`src/rtl/veerwolf_pkg.sv`:
```
// Shared veerwolf definitions used by the UART TX source arbiter.
//   arb_state_e      : arbiter FSM state encoding (STABLE / PENDING)
//   UART_IDLE_CYCLES : default number of consecutive high cycles that marks
//                      a UART line idle (one 11-bit frame at 115200 baud on
//                      a 50 MHz core clock)
package veerwolf_pkg;

  typedef enum logic {
    ARB_STABLE  = 1'b0,
    ARB_PENDING = 1'b1
  } arb_state_e;

  localparam int unsigned UART_IDLE_CYCLES = 4800;

endpackage

```
`src/rtl/uart_tx_arbiter_line_idle_cnt.sv`:
```
// line_idle_cnt: counts consecutive high cycles on a UART TX line and flags
// the line idle once the count reaches IDLE_CYCLES. The count saturates so
// an arbitrarily long idle period never wraps back to "busy".
//   i_clk  : core clock
//   i_rst  : synchronous active-high reset
//   i_line : UART TX line (idle level high)
//   o_idle : line has been high for at least IDLE_CYCLES cycles
module line_idle_cnt
  import veerwolf_pkg::*;
#(
  parameter int unsigned IDLE_CYCLES = UART_IDLE_CYCLES
) (
  input  logic i_clk,
  input  logic i_rst,
  input  logic i_line,
  output logic o_idle
);

  localparam int unsigned   CW      = $clog2(IDLE_CYCLES + 1);
  localparam logic [CW-1:0] CNT_MAX = CW'(IDLE_CYCLES);

  logic [CW-1:0] cnt_q;

  always_ff @(posedge i_clk) begin
    if (i_rst) begin
      cnt_q <= '0;
    end else if (!i_line) begin
      cnt_q <= '0;
    end else if (cnt_q != CNT_MAX) begin
      cnt_q <= cnt_q + CW'(1);
    end
  end

  assign o_idle = (cnt_q == CNT_MAX);

endmodule

```
`src/rtl/uart_tx_arbiter.sv`:
```
// uart_tx_arbiter: selects which of two UART TX sources drives the pin.
// A source change requested on the (asynchronous) board switch is only
// carried out once both lines have been idle for IDLE_CYCLES, so no frame
// on either source is ever cut or spliced.
//   i_clk     : core clock
//   i_rst     : synchronous active-high reset
//   i_tx0     : TX line of source 0 (CPU)
//   i_tx1     : TX line of source 1 (LiteDRAM debug)
//   i_sel     : requested source, raw switch input
//   o_tx      : registered TX line to the pin
//   o_sel     : source currently driving o_tx
//   o_pending : a requested change is waiting for both lines to go idle
//
// state   | meaning
// STABLE  | o_sel matches the request, no change outstanding
// PENDING | request differs from o_sel, waiting for both lines idle
module uart_tx_arbiter
  import veerwolf_pkg::*;
#(
  parameter int unsigned IDLE_CYCLES = UART_IDLE_CYCLES,
  parameter int unsigned SYNC_STAGES = 2   // legal range 2..4
) (
  input  logic i_clk,
  input  logic i_rst,
  input  logic i_tx0,
  input  logic i_tx1,
  input  logic i_sel,
  output logic o_tx,
  output logic o_sel,
  output logic o_pending
);

  logic [SYNC_STAGES-1:0] sync_q;
  logic                   req_sel;
  logic                   idle0;
  logic                   idle1;
  arb_state_e             state_q, state_d;
  logic                   sel_q, sel_d;
  logic                   tx_q;

  always_ff @(posedge i_clk) begin
    if (i_rst) begin
      sync_q <= '0;
    end else begin
      sync_q <= {sync_q[SYNC_STAGES-2:0], i_sel};
    end
  end

  assign req_sel = sync_q[SYNC_STAGES-1];

  line_idle_cnt #(.IDLE_CYCLES(IDLE_CYCLES)) u_idle0 (
    .i_clk  (i_clk),
    .i_rst  (i_rst),
    .i_line (i_tx0),
    .o_idle (idle0)
  );

  line_idle_cnt #(.IDLE_CYCLES(IDLE_CYCLES)) u_idle1 (
    .i_clk  (i_clk),
    .i_rst  (i_rst),
    .i_line (i_tx1),
    .o_idle (idle1)
  );

  always_ff @(posedge i_clk) begin
    if (i_rst) begin
      state_q <= ARB_STABLE;
      sel_q   <= 1'b0;
    end else begin
      state_q <= state_d;
      sel_q   <= sel_d;
    end
  end

  // A withdrawn request is checked first so it wins over a coincident
  // both-idle cycle.
  always_comb begin
    state_d = state_q;
    sel_d   = sel_q;
    case (state_q)
      ARB_STABLE: begin
        if (req_sel != sel_q) state_d = ARB_PENDING;
      end
      ARB_PENDING: begin
        if (req_sel == sel_q) begin
          state_d = ARB_STABLE;
        end else if (idle0 && idle1) begin
          state_d = ARB_STABLE;
          sel_d   = ~sel_q;
        end
      end
      default: state_d = ARB_STABLE;
    endcase
  end

  // Uses the pre-edge selection, so a switch reaches the pin one cycle
  // after o_sel changes.
  always_ff @(posedge i_clk) begin
    if (i_rst) begin
      tx_q <= 1'b1;
    end else begin
      tx_q <= sel_q ? i_tx1 : i_tx0;
    end
  end

  assign o_tx      = tx_q;
  assign o_sel     = sel_q;
  assign o_pending = (state_q == ARB_PENDING);

endmodule

```
`config.mk`:
```
export PLATFORM = sky130hd
export DESIGN_NAME = uart_tx_arbiter
export DESIGN_NICKNAME = d
export VERILOG_FILES = /design/src/rtl/veerwolf_pkg.sv /design/src/rtl/uart_tx_arbiter_line_idle_cnt.sv /design/src/rtl/uart_tx_arbiter.sv
export SDC_FILE = /design/constraint.sdc
export NUM_CORES = 1
export LEC_CHECK = 0
export BUFFER_PORTS_ARGS = -buffer_cell sky130_fd_sc_hd__buf_2
export CORE_MARGIN = 2
export CORE_UTILIZATION = 58
export DETAILED_ROUTE_END_ITERATION = 10
export HOLD_SLACK_MARGIN = 0.02
export MAX_ROUTING_LAYER = met4
export PLACE_DENSITY = 0.76
export SYNTH_ARGS = -nofsm -noshare
export SYNTH_HDL_FRONTEND = slang
export SYNTH_HIERARCHICAL = 1
export SYNTH_SLANG_ARGS = --single-unit
export TNS_END_PERCENT = 1
```
`constraint.sdc`:
```
create_clock -name i_clk -period 1.98 [get_ports i_clk]
set_input_delay 0.396 -clock i_clk [delete_from_list [all_inputs] [get_ports i_clk]]
set_output_delay 0.396 -clock i_clk [all_outputs]
set_load 0.02 [all_outputs]
```
==> summary.txt <==
Worst setup path
  • CP bufs+invs: 0
  • CP delay by family, top: simple AND/OR/NAND/NOR gates
  • CP peak stage delay: around 0.48 ns
  • CP required: 2.24 ns
  • Cells along the critical path: ha_1 > nand4_1 > or4_1 > a21oi_1
  • Worst r2r src: u_idle0/cnt_q[1]
  • CP startpoint: u_idle0/cnt_q[1]
  • R2R cell count: 4
  • Setup slack, reg-to-reg: around 0.35 ns
  • Critical Path End Type: register
  • Slowest cell on crit path: or4_1
  • Reg2reg end: u_idle0/cnt_q[10]
  • CP max FO: 7
  • Crit path launch type: register
  • WP data arrival: 1.89 ns
  • Crit Path Category: register to register

Power and ir drop
  • Switch share: 23.2%
  • Worst vdd ir: between 0.5 and 0.6 mV
  • Clock share of power: between 30% and 40%
  • Sequential power share: 63.1%
  • Pwr Density: about 600 mW/mm²
  • Combinational power share: 4.6%
  • Internal power: about 0.00078 W
  • Leak pwr: 0.517 nW
  • Switching power: 0.000235 W

Die
  • DIE AREA: 0.00318 mm²
  • Initial Util: 62.5%
  • Io pins: 8
  • Row cnt: 18
  • Core area: approximately 0.0025 mm²
  • Die extent in y: 56.4 µm
  • Die Wd: 56.4 µm

Global route
  • M1 GR Usage: 31.2%
  • GRT overflow: 0
  • Met2 usage: 31.4%
  • Largest net degree at the start of global routing: 11
  • All-Layer GR Usage: 22.8%
  • Initial antenna violation count: 0
  • First-pass GRT wire length: 5.50 mm
  • Vias in the first global route: 1,246
  • Most Crowded Layer GR: met2
  • GR Util met3: 5.30%

Synth
  • Post-synth top area share: around two fifths
  • Syn Inst Count: ~180
  • Post-synth ARST share: 0%
  • EDFF count, synth: 0
  • Top post-synthesis cells by area: dfxtp_1 (39%), a21oi_1 (4.4%), mux2i_1 (4.4%)
  • Synth Warn #: 6
  • Post-Synthesis Net Count: 190
  • Share of the yosys chip area belonging to registers: between 30% and 40%
  • Yosys top cell by area: dfxtp_1
  • Yosys cell types: 33
  • Syn Area/Cell: around 9 µm²
  • Post-synth top flop: dfxtp_1
  • Synthesized area: 0.00159 mm²
  • Seq cells post-synth: 31

Clocking
  • PostCTS Resize Cnt: 0
  • Worst-case clock buffer depth: 2
  • CTS tree: done
  • Clock transition at path regs: roughly 0.09 ns
  • Worst skew pair latency: about 0.33 ns
  • Root Driver: clkbuf_4
  • # clock sinks: 31
  • TritonCTS buffer count: 5
  • H-tree Lvls: 2
  • Hold_buf cts: 0
  • Setup Buffers After CTS: 0

Cells and area
  • Most frequent cells in the layout: dfxtp_1 (31), nand2_1 (16), a21oi_1 (14)
  • Total Nets Final: 200
  • Final Cell Area: 0.00169 mm²
  • Area grow syn2layout: 6.05%
  • Fill cell count: 219
  • Share of cells above drive strength 1: 9.47%
  • Leading cell type in the layout, fill and taps excluded: dfxtp_1
  • Diodes inserted: 0

Worst hold path
  • HP Class: input port to register
  • HP Start: i_sel
  • Hold path endpoint: sync_q[0]
  • WHS Path Cells: 2

STA
  • Max Freq: 0.612 GHz
  • Final worst-path cycle share: between 80% and 90%
  • Fin crit period: 1.63 ns
  • Max-slew violation count: 0
  • Worst Clk Skew: 0.00747 ns
  • Rel. slew slack: between 60% and 70%
  • Hold Fails Final Rpt: 0
  • Unrepaired setup endpoints after global routing: false
  • Setup violations, final: 0
  • Worst slew pin tran: roughly 0.47 ns
  • Setup TNS: 0 ns

Placed design
  • HPWL after DPL: 2.32 mm
  • Routability-driven placement congestion ratio: 0.903
  • Placed cell areas: about 0.0016 mm²
  • Port bufs: 7

Drt
  • DRT Pass-1 Iters: 4
  • WL/cell: 14.4 µm
  • Vias per cell: 6.34
  • Number of remaining DRC errors: 0
  • Post-route ant nets: 0
  • Initial DRC Count: 47
  • Routed wire length: 3.17 mm
  • Routed vias: 1,395

Run
  • Max_cap viols: 0

Outcome
  • Status: finished clean
-- registers in the layout, indices dropped and copies added, names as in the netlist --
register / count
o_pending: 1
o_tx: 1
sync_q: 2
o_sel: 1
u_idle1/cnt_q: 13
u_idle0/cnt_q: 13
-- layer usage --
metal | wire, µm | up-vias | share of wire, %
li1 | - | 691 | -
met1 | 1470 | 653 | 47
met2 | 1400 | 46 | 44
met3 | 268 | 5 | 8.5
met4 | 25 | 0 | 0.79
met5 | 0 | - | 0
-- layout make-up --
cell class                      count  area (µm²)  share of cell area, %
Clock buffer                        6        41.3                   2.45
Inverter                           10        37.5                   2.22
Multi-Input combinational cell    136         916                   54.3
Sequential cell                    31         621                   36.8
Tap cell                           30        37.5                   2.22
Timing Repair Buffer                7        35.0                   2.08
-- cells by family (layout without fill, tap and decap cells) --
| family | Yosys count | in the layout | synth area share (%) |
|---|---|---|---|
| flops | 31 | 31 | 39.0 |
| compound gates | 31 | 31 | 11.6 |
| buf+inv | 14 | 23 | 3.46 |
| xor+xnor | 5 | 5 | 2.75 |
| simple gates | 89 | 89 | 35.7 |
| fa+ha+maj | 4 | 4 | 3.14 |
| mux | 7 | 7 | 4.40 |
-- stage by stage --
step | power, W | setup WS [ns] | cells | util [%] | hold WS [ns]
after detailed placement | 0.000698 | 0.390 | 214 | 64.7 | 0.440
after floorplan | 0.000683 | 0.507 | 181 | - | 0.414
after global placement | 0.000695 | 0.430 | 214 | 64.7 | 0.422
after CTS | 0.00102 | 0.355 | 220 | 66.3 | 0.270
final | 0.00101 | 0.346 | 220 | 66.3 | 0.274
after global routing | 0.00106 | 0.183 | 220 | 66.3 | 0.293
-- synth_stat cells, drive strengths merged (5+ instances only) --
master  number
mux2i        7
dfxtp       31
nor4         6
o21ai        6
inv         10
o31ai        6
nand3       10
a21oi       14
nand2       16
nand4        6
nand2b      10
nor3         7
nor2b        5
-- power by group through the flow --
stage	registers [W]	clock network (W)	logic, W
2_1_floorplan	0.000652	0	0.0000304
3_3_place_gp	0.000651	0	0.0000435
3_5_place_dp	0.000652	0	0.0000458
4_1_cts	0.000637	0.000334	0.0000460
5_1_grt	0.000639	0.000367	0.0000525
6_report	0.000637	0.000326	0.0000460
-- how the worst max path moves through the flow --
stage	slack, ns	cells after the start	endpoint
after floorplan	0.51	4	o_sel
after global placement	0.43	4	o_sel
after detailed placement	0.39	4	u_idle0/cnt_q[10]
after CTS	0.35	4	u_idle0/cnt_q[10]
after global routing	0.18	4	u_idle0/cnt_q[10]
final	0.35	4	u_idle0/cnt_q[10]
Note: power is estimated with default switching activity, not from simulation.
